File: src/rtl/regaddr_mux5.sv
// Register-file write-address selector: combinational rt/rd pick plus a
// load-enabled registered copy with zero-register and value-changed flags.
module regaddr_mux5 #(
  parameter int               WIDTH   = 5,
  parameter logic [WIDTH-1:0] RST_VAL = '0
) (
  input  logic             clk,
  input  logic             rst_n,
  input  logic             sel,
  input  logic [WIDTH-1:0] a,
  input  logic [WIDTH-1:0] b,
  input  logic             en,
  output logic [WIDTH-1:0] r,
  output logic [WIDTH-1:0] r_q,
  output logic             r_q_zero,
  output logic             r_q_chg
);

  logic [WIDTH-1:0] r_q_d;
  logic [WIDTH-1:0] r_q_q;
  logic             r_q_chg_d;
  logic             r_q_chg_q;

  // Only a definite 1 on sel picks b; an unknown select falls back to a.
  always_comb begin
    r = a;
    if (sel === 1'b1) begin
      r = b;
    end
  end

  // en is a single-cycle load strobe: whatever r shows at the rising edge
  // where en is high is captured; there is no backpressure.
  always_comb begin
    r_q_d     = r_q_q;
    r_q_chg_d = 1'b0;
    if (en) begin
      r_q_d     = r;
      r_q_chg_d = (r != r_q_q);
    end
  end

  always_ff @(posedge clk or negedge rst_n) begin
    if (!rst_n) begin
      r_q_q     <= RST_VAL;
      r_q_chg_q <= 1'b0;
    end else begin
      r_q_q     <= r_q_d;
      r_q_chg_q <= r_q_chg_d;
    end
  end

  assign r_q      = r_q_q;
  // Decoded straight from the register so it is valid in the same cycle.
  assign r_q_zero = (r_q_q == '0);
  assign r_q_chg  = r_q_chg_q;

endmodule

File: config.mk
export PLATFORM = sky130hd
export DESIGN_NAME = regaddr_mux5
export DESIGN_NICKNAME = d
export VERILOG_FILES = /design/src/rtl/regaddr_mux5.sv
export SDC_FILE = /design/constraint.sdc
export NUM_CORES = 1
export LEC_CHECK = 0
export CORE_AREA = 2 2 39 41
export CTS_CLUSTER_DIAMETER = 120
export DETAILED_ROUTE_END_ITERATION = 8
export DIE_AREA = 0 0 41 43
export PLACE_DENSITY = 0.66
export SLEW_MARGIN = 40
export SYNTH_ARGS = -nofsm -noshare
export SYNTH_HDL_FRONTEND = slang
export SYNTH_SLANG_ARGS = --single-unit
File: constraint.sdc
create_clock -name clk -period 1.6 [get_ports clk]
set_input_delay 0.32 -clock clk [delete_from_list [all_inputs] [get_ports clk]]
set_output_delay 0.32 -clock clk [all_outputs]
set_load 0.1 [all_outputs]
Word-level counts from Yosys, hierarchy flattened:

Index checks and enable logic that the tools add are counted.
W data, S select, Z words.

* register bits: 6
* latch bits: 0
* RAM bits: 0
* bits in read-only memories: 0
* input port bits: 14
* output and inout port bits: 12
* memories: 0

* add/subtract/negate cells: 0
* $mul: 0
* divide/modulo/power cells: 0
* order comparisons: 0
* equal/unequal tests: 2
* shift operators: 0
* muxes and demuxes: 2
* bitwise operators: 0
* reductions and logical operators: 1

Operator list (count)
* $logic_not A5 Y1: 1
* $mux W5: 1
* $ne A5 B5 Y1: 1
* $eqx A1 B1 Y1 const B: 1
* $mux W1: 1

Logic depth before layout (Yosys ltp):

Gate-level depths: netlist of the first run.

* word-level depth: 4
* depth in mapped cells: 5
* gate-level depth less buffers: 4

Least setup slack after synthesis of the first run:

Ideal clock, no wire load.

* path type: reg2out
* start point: reg r_q_q[0], in the netlist r_q[0]
* end point: out r_q_zero
* arrival time: 2644 ps
* data required time: 1280 ps
* setup slack: -1364 ps
* stages on the path, launching flop included: 3
* path buffers: 0
* path through: dfrtp_1 > or4_1 > nor2_1

* word-level cells in the longest chain between the ends: 1

Ends and longest elaborated chain
* start, declared: line 20 `logic [WIDTH-1:0] r_q_q;`
* start signal, assigned: line 48 `r_q_q <= r_q_d;`
* $logic_not A5 Y1: line 55 `assign r_q_zero = (r_q_q == '0);`
* end, declared: line 15 `output logic r_q_zero,`

Every way passes these cells.

Worst setup path after layout of the first run:

* start point: reg r_q_q[4], in the netlist r_q[4]
* end point: out r_q_zero

Same word-level chain as after synthesis.

==> metrics.md, run 1 <==
| Metric | Value |
|---|---|
| WL met2 | `492 µm` |
| Largest net degree at the start of global routing | `12` |
| Io pins | `26` |
| Post-synthesis cell type count | `13` |
| Area growth syn-to-layout | `152%` |
| Reg-to-reg endpoint | `r_q_chg` |
| Initial core utilization | `0.261` |
| Worst Path Required | `1.28 ns` |
| Port Buf Inserts | `25` |
| Number of max-cap violations | `0` |
| Vias/cell | `4.26` |
| WL met3 | `78 µm` |
| Top cells by area, synth | `dfrtp_1, mux2i_2, xor2_1, a21oi_1, nor2_1` |
| WS Path Type | `reg2out` |
| CTS buffer count | `3` |
| Post-layout minimum cycle time | `1.79 ns` |
| R2R depth | `4` |
| Worst setup EP type | `primary output` |
| Top Layer Used | `met3` |
| Root Driver | `clkbuf_4` |
| Period Utilization, post-route | `1.12` |
| Unrepaired setup endpoints after global routing | `true` |
| Synth Warn # | `0` |
| Routability cong. | `0.701` |
| Hold crit path type | `in2async` |
| Core Region | `0.00138 mm²` |
| Metal-1 WL | `436 µm` |
| Grt ovf | `0` |
| Fraction of layout cells with a size suffix above 1 | `0.519` |
| Failing checks | `setup timing` |
| Post-route cell area | `912 µm²` |
| Total Wirelength | `1010 µm` |
| Reg2reg setup slack | `0.37 ns` |
| Layout Skew | `0.00134 ns` |
| Final setup vio count | `1` |
| Syn Nets | `51` |
| DRC errors left | `0` |
| Syn avg cell area | `9.77 µm²` |
| Vias in the first global route | `421` |
| Initial DRC Count | `3` |
| Die ar. | `0.00176 mm²` |
| Placed wire-length estimate | `795 µm` |
| Synth area leader | `dfrtp_1` |
| Post-DRT Antenna Nets | `0` |
| Die height | `43 µm` |
| Avg WL per Cell | `10.8 µm` |
| Area fraction of the dominant cell type after synthesis | `0.415` |
| Antenna violations before repair | `0` |
| Number of inserted diodes | `0` |
| CP startpoint kind | `register` |
| Final nets | `92` |
| FF+latch count, synth | `6` |
| Cell Area, Synth | `362 µm²` |
| Post-synthesis sequential area ratio | `0.415` |
| Crit path DAT | `1.47 ns` |
| Reg-to-reg startpoint | `r_q[0]` |
| CTS sink count | `6` |
| Power per Cell Area | `886 mW/mm²` |
| Worst-path fanout max | `2` |
| Clk buf depth | `2` |
| Die width | `41 µm` |
| H-tree depth | `1` |
| GRT Total Usage | `0.143` |
| TritonRoute pass-1 iters | `4` |
| CTS tree | `built` |
| Max Slew Vio Count | `0` |
| Final worst slack | `-0.194 ns` |
| Worst-skew pair later-pin latency | `0.24 ns` |
| Hold_buf cts | `0` |
| Global-route wire length before repair | `1730 µm` |
| Setup WS pre-CTS | `-0.274 ns` |
| LEAKAGE | `0.396 nW` |
| Maximum clock frequency | `558 MHz` |
| Total number of vias | `396` |
| Worst-margin pin slew | `0.363 ns` |
| Core Rows | `14` |
| Post-Place Cell Area | `823 µm²` |
| CTS clk-pin slew, worst paths | `0.05 ns` |
| Worst vdd ir | `0.451 mV` |
| Final Hold Vio Count | `0` |
| Slew HR | `0.758` |
| Outcome | `finished, violations left` |
| Syn Inst Count | `37` |
-- cell usage in the layout, fill, tap and decap left out, drive strengths merged --
cell / netlist / layout
nor2: 6 / 6
clkdlybuf4s50: 0 / 12
inv: 5 / 5
xor2: 3 / 3
dlygate4sd2: 0 / 1
dfrtp: 6 / 6
or4: 1 / 1
o31a: 1 / 1
mux2i: 5 / 5
xnor2: 2 / 2
nand3: 1 / 1
a21oi: 5 / 5
buf: 1 / 25
clkbuf: 1 / 4
-- stage by stage --
stage | total power [mW] | hold slack [ns] | instances | utilization | TNS (ns)
2_1_floorplan | 0.439 | 0.0244 | 37 | - | -0.437
3_3_place_gp | 0.633 | 0.572 | 85 | 0.595 | -1.22
3_5_place_dp | 0.636 | 0.577 | 85 | 0.595 | -1.31
4_1_cts | 0.813 | 0.318 | 93 | 0.659 | -0.201
5_1_grt | 0.838 | 0.338 | 93 | 0.659 | -0.223
6_report | 0.808 | 0.313 | 93 | 0.659 | -0.194
-- critical path: stages (launching register included) --
cell and delay, ns:
dfrtp_2 0.39, or4_4 0.54, nor2_4 0.11, buf_12 0.18
-- sequential cells by signal (all words and copies together) (netlist names) --
| name | count |
|---|---|
| r_q_chg | 1 |
| r_q | 5 |
-- area by class of cell --
| class | instances | area, µm² |
|---|---|---|
| Tap cell | 16 | 20.0 |
| Timing Repair Buffer | 38 | 470 |
| Multi-Input combinational cell | 24 | 219 |
| Fill cell | 107 | 472 |
| Clock buffer | 4 | 26.3 |
| Sequential cell | 6 | 158 |
| Inverter | 5 | 18.8 |
-- Yosys cell counts --
cell	instances
inv_1	5
or4_1	1
nor2_1	6
a21oi_1	5
buf_6	1
clkbuf_1	1
mux2i_2	4
xor2_1	3
mux2i_1	1
o31a_1	1
dfrtp_1	6
xnor2_1	2
nand3_1	1
-- logic make-up (layout without fill, tap and decap cells) --
family | Yosys count | count (layout) | share of synthesized area
and+or+nand+nor | 8 | 8 | 0.0969
buffers and inverters | 7 | 47 | 0.0934
AOI/OAI and AO/OA | 6 | 6 | 0.0934
DFF | 6 | 6 | 0.415
xor gates and xnor gates | 5 | 5 | 0.121
muxes | 5 | 5 | 0.180
-- how the worst max path moves through the flow --
stage	start	to	slack, ns	cells after the start
after floorplan	r_q[0]	r_q_zero	-0.43	2
after global placement	sel	r_q_chg	-0.27	6
after detailed placement	sel	r_q_chg	-0.27	6
after CTS	r_q[4]	r_q_zero	-0.20	3
after global routing	r_q[4]	r_q_zero	-0.22	3
final	r_q[4]	r_q_zero	-0.19	3
-- layer usage --
layer | up-vias | GRT usage
met5 | - | 0
met4 | 0 | 0.0400
met3 | 0 | 0.0366
met2 | 18 | 0.206
met1 | 176 | 0.208
li1 | 202 | -
-- repair_timing --
item | in CTS | in global routing
setup endpoints to repair | 7 | 1
hold endpoints to repair | 0 | 0
pin swaps | 2 | 0
resized for setup | 7 | 0
buffers inserted | 4 | 0
-- power by group --
group	switching [mW]	internal [mW]
clock	0.0568	0.0946
sequential	0.0138	0.171
combinational	0.275	0.197
Note: power is estimated with default switching activity, not from simulation.
==> inputs of run 2 (changes only) <==
--- a/config.mk
+++ b/config.mk
@@ -9,6 +9,7 @@
 export CTS_CLUSTER_DIAMETER = 120
 export DETAILED_ROUTE_END_ITERATION = 8
 export DIE_AREA = 0 0 41 43
+export MAX_ROUTING_LAYER = met4
 export PLACE_DENSITY = 0.66
 export SLEW_MARGIN = 40
 export SYNTH_ARGS = -nofsm -noshare
==> metrics.md, run 2 (synthesis results as in run 1) <==
| Metric | Value |
|---|---|
| Period Utilization, post-route | `1.12 (unchanged)` |
| Int Pwr | `0.462 mW (about the same)` |
| Initial DRC Count | `3 (unchanged)` |
| Largest net degree at the start of global routing | `12 (unchanged)` |
| Critical Path Start | `r_q[4]` |
| Most frequent cells in the layout | `clkdlybuf4s50_1, buf_12, buf_4` |
| Net Switching | `0.346 mW (about the same)` |
| Total Wirelength | `1010 µm (unchanged)` |
| Clk buf depth | `2 (unchanged)` |
| Outcome | `finished, violations left` |
| Placed wire-length estimate | `795 µm (unchanged)` |
| Grt ovf | `0 (unchanged)` |
| Initial core utilization | `0.261 (unchanged)` |
| Number of inserted diodes | `0 (unchanged)` |
| Core Rows | `14 (unchanged)` |
| Post-DRT Antenna Nets | `0 (unchanged)` |
| Total number of vias | `396 (unchanged)` |
| Failing checks | `setup timing` |
| LEAKAGE | `0.396 nW (unchanged)` |
| Vias in the first global route | `421 (unchanged)` |
| Max reg flops | `5 (unchanged)` |
| TritonRoute pass-1 iters | `4 (unchanged)` |
| Power consumption | `0.808 mW (about the same)` |
| Area growth syn-to-layout | `152% (unchanged)` |
| Unrepaired setup endpoints after global routing | `true` |
| Final setup vio count | `1 (unchanged)` |
| Slew HR | `0.758 (about the same)` |
| Worst vdd ir | `0.451 mV (about the same)` |
| GRT Total Usage | `0.147 (+0.00359)` |
| Post-Place Cell Area | `823 µm² (unchanged)` |
| Core Region | `0.00138 mm² (unchanged)` |
| Final nets | `92 (unchanged)` |
| Layout Skew | `0.00134 ns (unchanged)` |
| Max Slew Vio Count | `0 (unchanged)` |
| Number of max-cap violations | `0 (unchanged)` |
| CTS buffer count | `3 (unchanged)` |
| H-tree depth | `1 (unchanged)` |
| Switching Fraction | `0.428 (about the same)` |
| Worst-path fanout max | `2 (unchanged)` |
| Clock power frac | `0.187 (about the same)` |
| Die height | `43 µm (unchanged)` |
| CTS sink count | `6 (unchanged)` |
| Avg WL per Cell | `10.8 µm (unchanged)` |
| Worst-path cell chain | `or4_4 -> nor2_4 -> buf_12` |
| Worst-margin pin slew | `0.362 ns (-0.000128 ns)` |
| WS Path Type | `reg2out` |
| Post-route cell area | `912 µm² (unchanged)` |
| Global-route wire length before repair | `1730 µm (unchanged)` |
| Vias/cell | `4.26 (unchanged)` |
| CP startpoint kind | `register` |
| Die ar. | `0.00176 mm² (unchanged)` |
| Hold crit path type | `in2async` |
| Final Hold Vio Count | `0 (unchanged)` |
| Port Buf Inserts | `25 (unchanged)` |
| Reg-to-reg startpoint | `r_q[0]` |
| CTS tree | `built` |
| Fill cells | `107 (unchanged)` |
| Max incr delay on CP | `0.54 ns (about the same)` |
| Root Driver | `clkbuf_4` |
| Die width | `41 µm (unchanged)` |
| Maximum clock frequency | `558 MHz (unchanged)` |
| Fraction of layout cells with a size suffix above 1 | `0.519 (unchanged)` |
| Multi-input gate area | `219 µm² (unchanged)` |
| Slowest CP cell | `or4_4` |
| CTS clk-pin slew, worst paths | `0.05 ns (about the same)` |
| Antenna violations before repair | `0 (unchanged)` |
| Final worst slack | `-0.194 ns (unchanged)` |
| Worst-skew pair later-pin latency | `0.24 ns (about the same)` |
| Worst setup EP type | `primary output` |
| Crit path DAT | `1.47 ns (about the same)` |
| Seq pwr share | `0.228 (about the same)` |
| Post-layout minimum cycle time | `1.79 ns (unchanged)` |
| Io pins | `26 (unchanged)` |
| Register area | `158 µm² (unchanged)` |
| Comb power frac | `0.584 (about the same)` |
| DRC errors left | `0 (unchanged)` |
| Power per Cell Area | `886 mW/mm² (about the same)` |
| Routability cong. | `0.709 (+1.1%)` |
| Final cell utilization of the core | `0.659 (unchanged)` |
| Worst Path Required | `1.28 ns (about the same)` |
run 2: worst paths after layout:
kind,endpoint,slack (ns),depth (start not counted)
max,r_q_zero,-0.19,3
min,r_q[0],0.31,1
max reg2reg,r_q_chg,0.37,4
min reg2reg,r_q[2],0.67,3
max in group asynchronous,r_q[0],1.05,1
min in group clk,r_q[2],0.67,3
run 2: per-stage QoR:
step	TNS [ns]	setup WS, ns	std cells	hold WS (ns)
2_1_floorplan	-0.437	-0.426	37	0.0244
3_3_place_gp	-1.22	-0.270	85	0.572
3_5_place_dp	-1.31	-0.274	85	0.577
4_1_cts	-0.201	-0.201	93	0.318
5_1_grt	-0.223	-0.223	93	0.338
6_report	-0.194	-0.194	93	0.313
run 2: area by class of cell:
type	instances	area share
repair buffers	38	0.516
multi-input cells	24	0.240
flip-flops and latches	6	0.173
clock buffers	4	0.0288
well taps	16	0.0219
inverters	5	0.0206
run 2: power by group through the flow:
stage	Combinational, mW	Sequential, mW	Clock (mW)
floorplan	0.136	0.303	0
global placement	0.446	0.187	0
detailed placement	0.449	0.187	0
CTS	0.474	0.185	0.154
global route	0.492	0.187	0.159
finish	0.472	0.184	0.151
run 2: repair_timing:
action	CTS	global route
hold buffers	0	0
setup buffers	4	0
pin swaps	2	0
resized for setup	7	0
gates cloned	0	0
setup endpoints to repair	7	1
run 2: metal layers:
layer | global-route usage | vias to the layer above | part of all wire
met1 | 0.211 | 176 | 0.44
met5 | - | - | 0
met3 | 0.0314 | 0 | 0.072
met4 | 0.0400 | 0 | 0
li1 | - | 202 | -
met2 | 0.206 | 18 | 0.49
run 2: critical path: cells and delay by family (launching register included):
kind	cells	cell delay [ns]
simple gates	2	0.65
flops	1	0.39
buf+inv	1	0.18
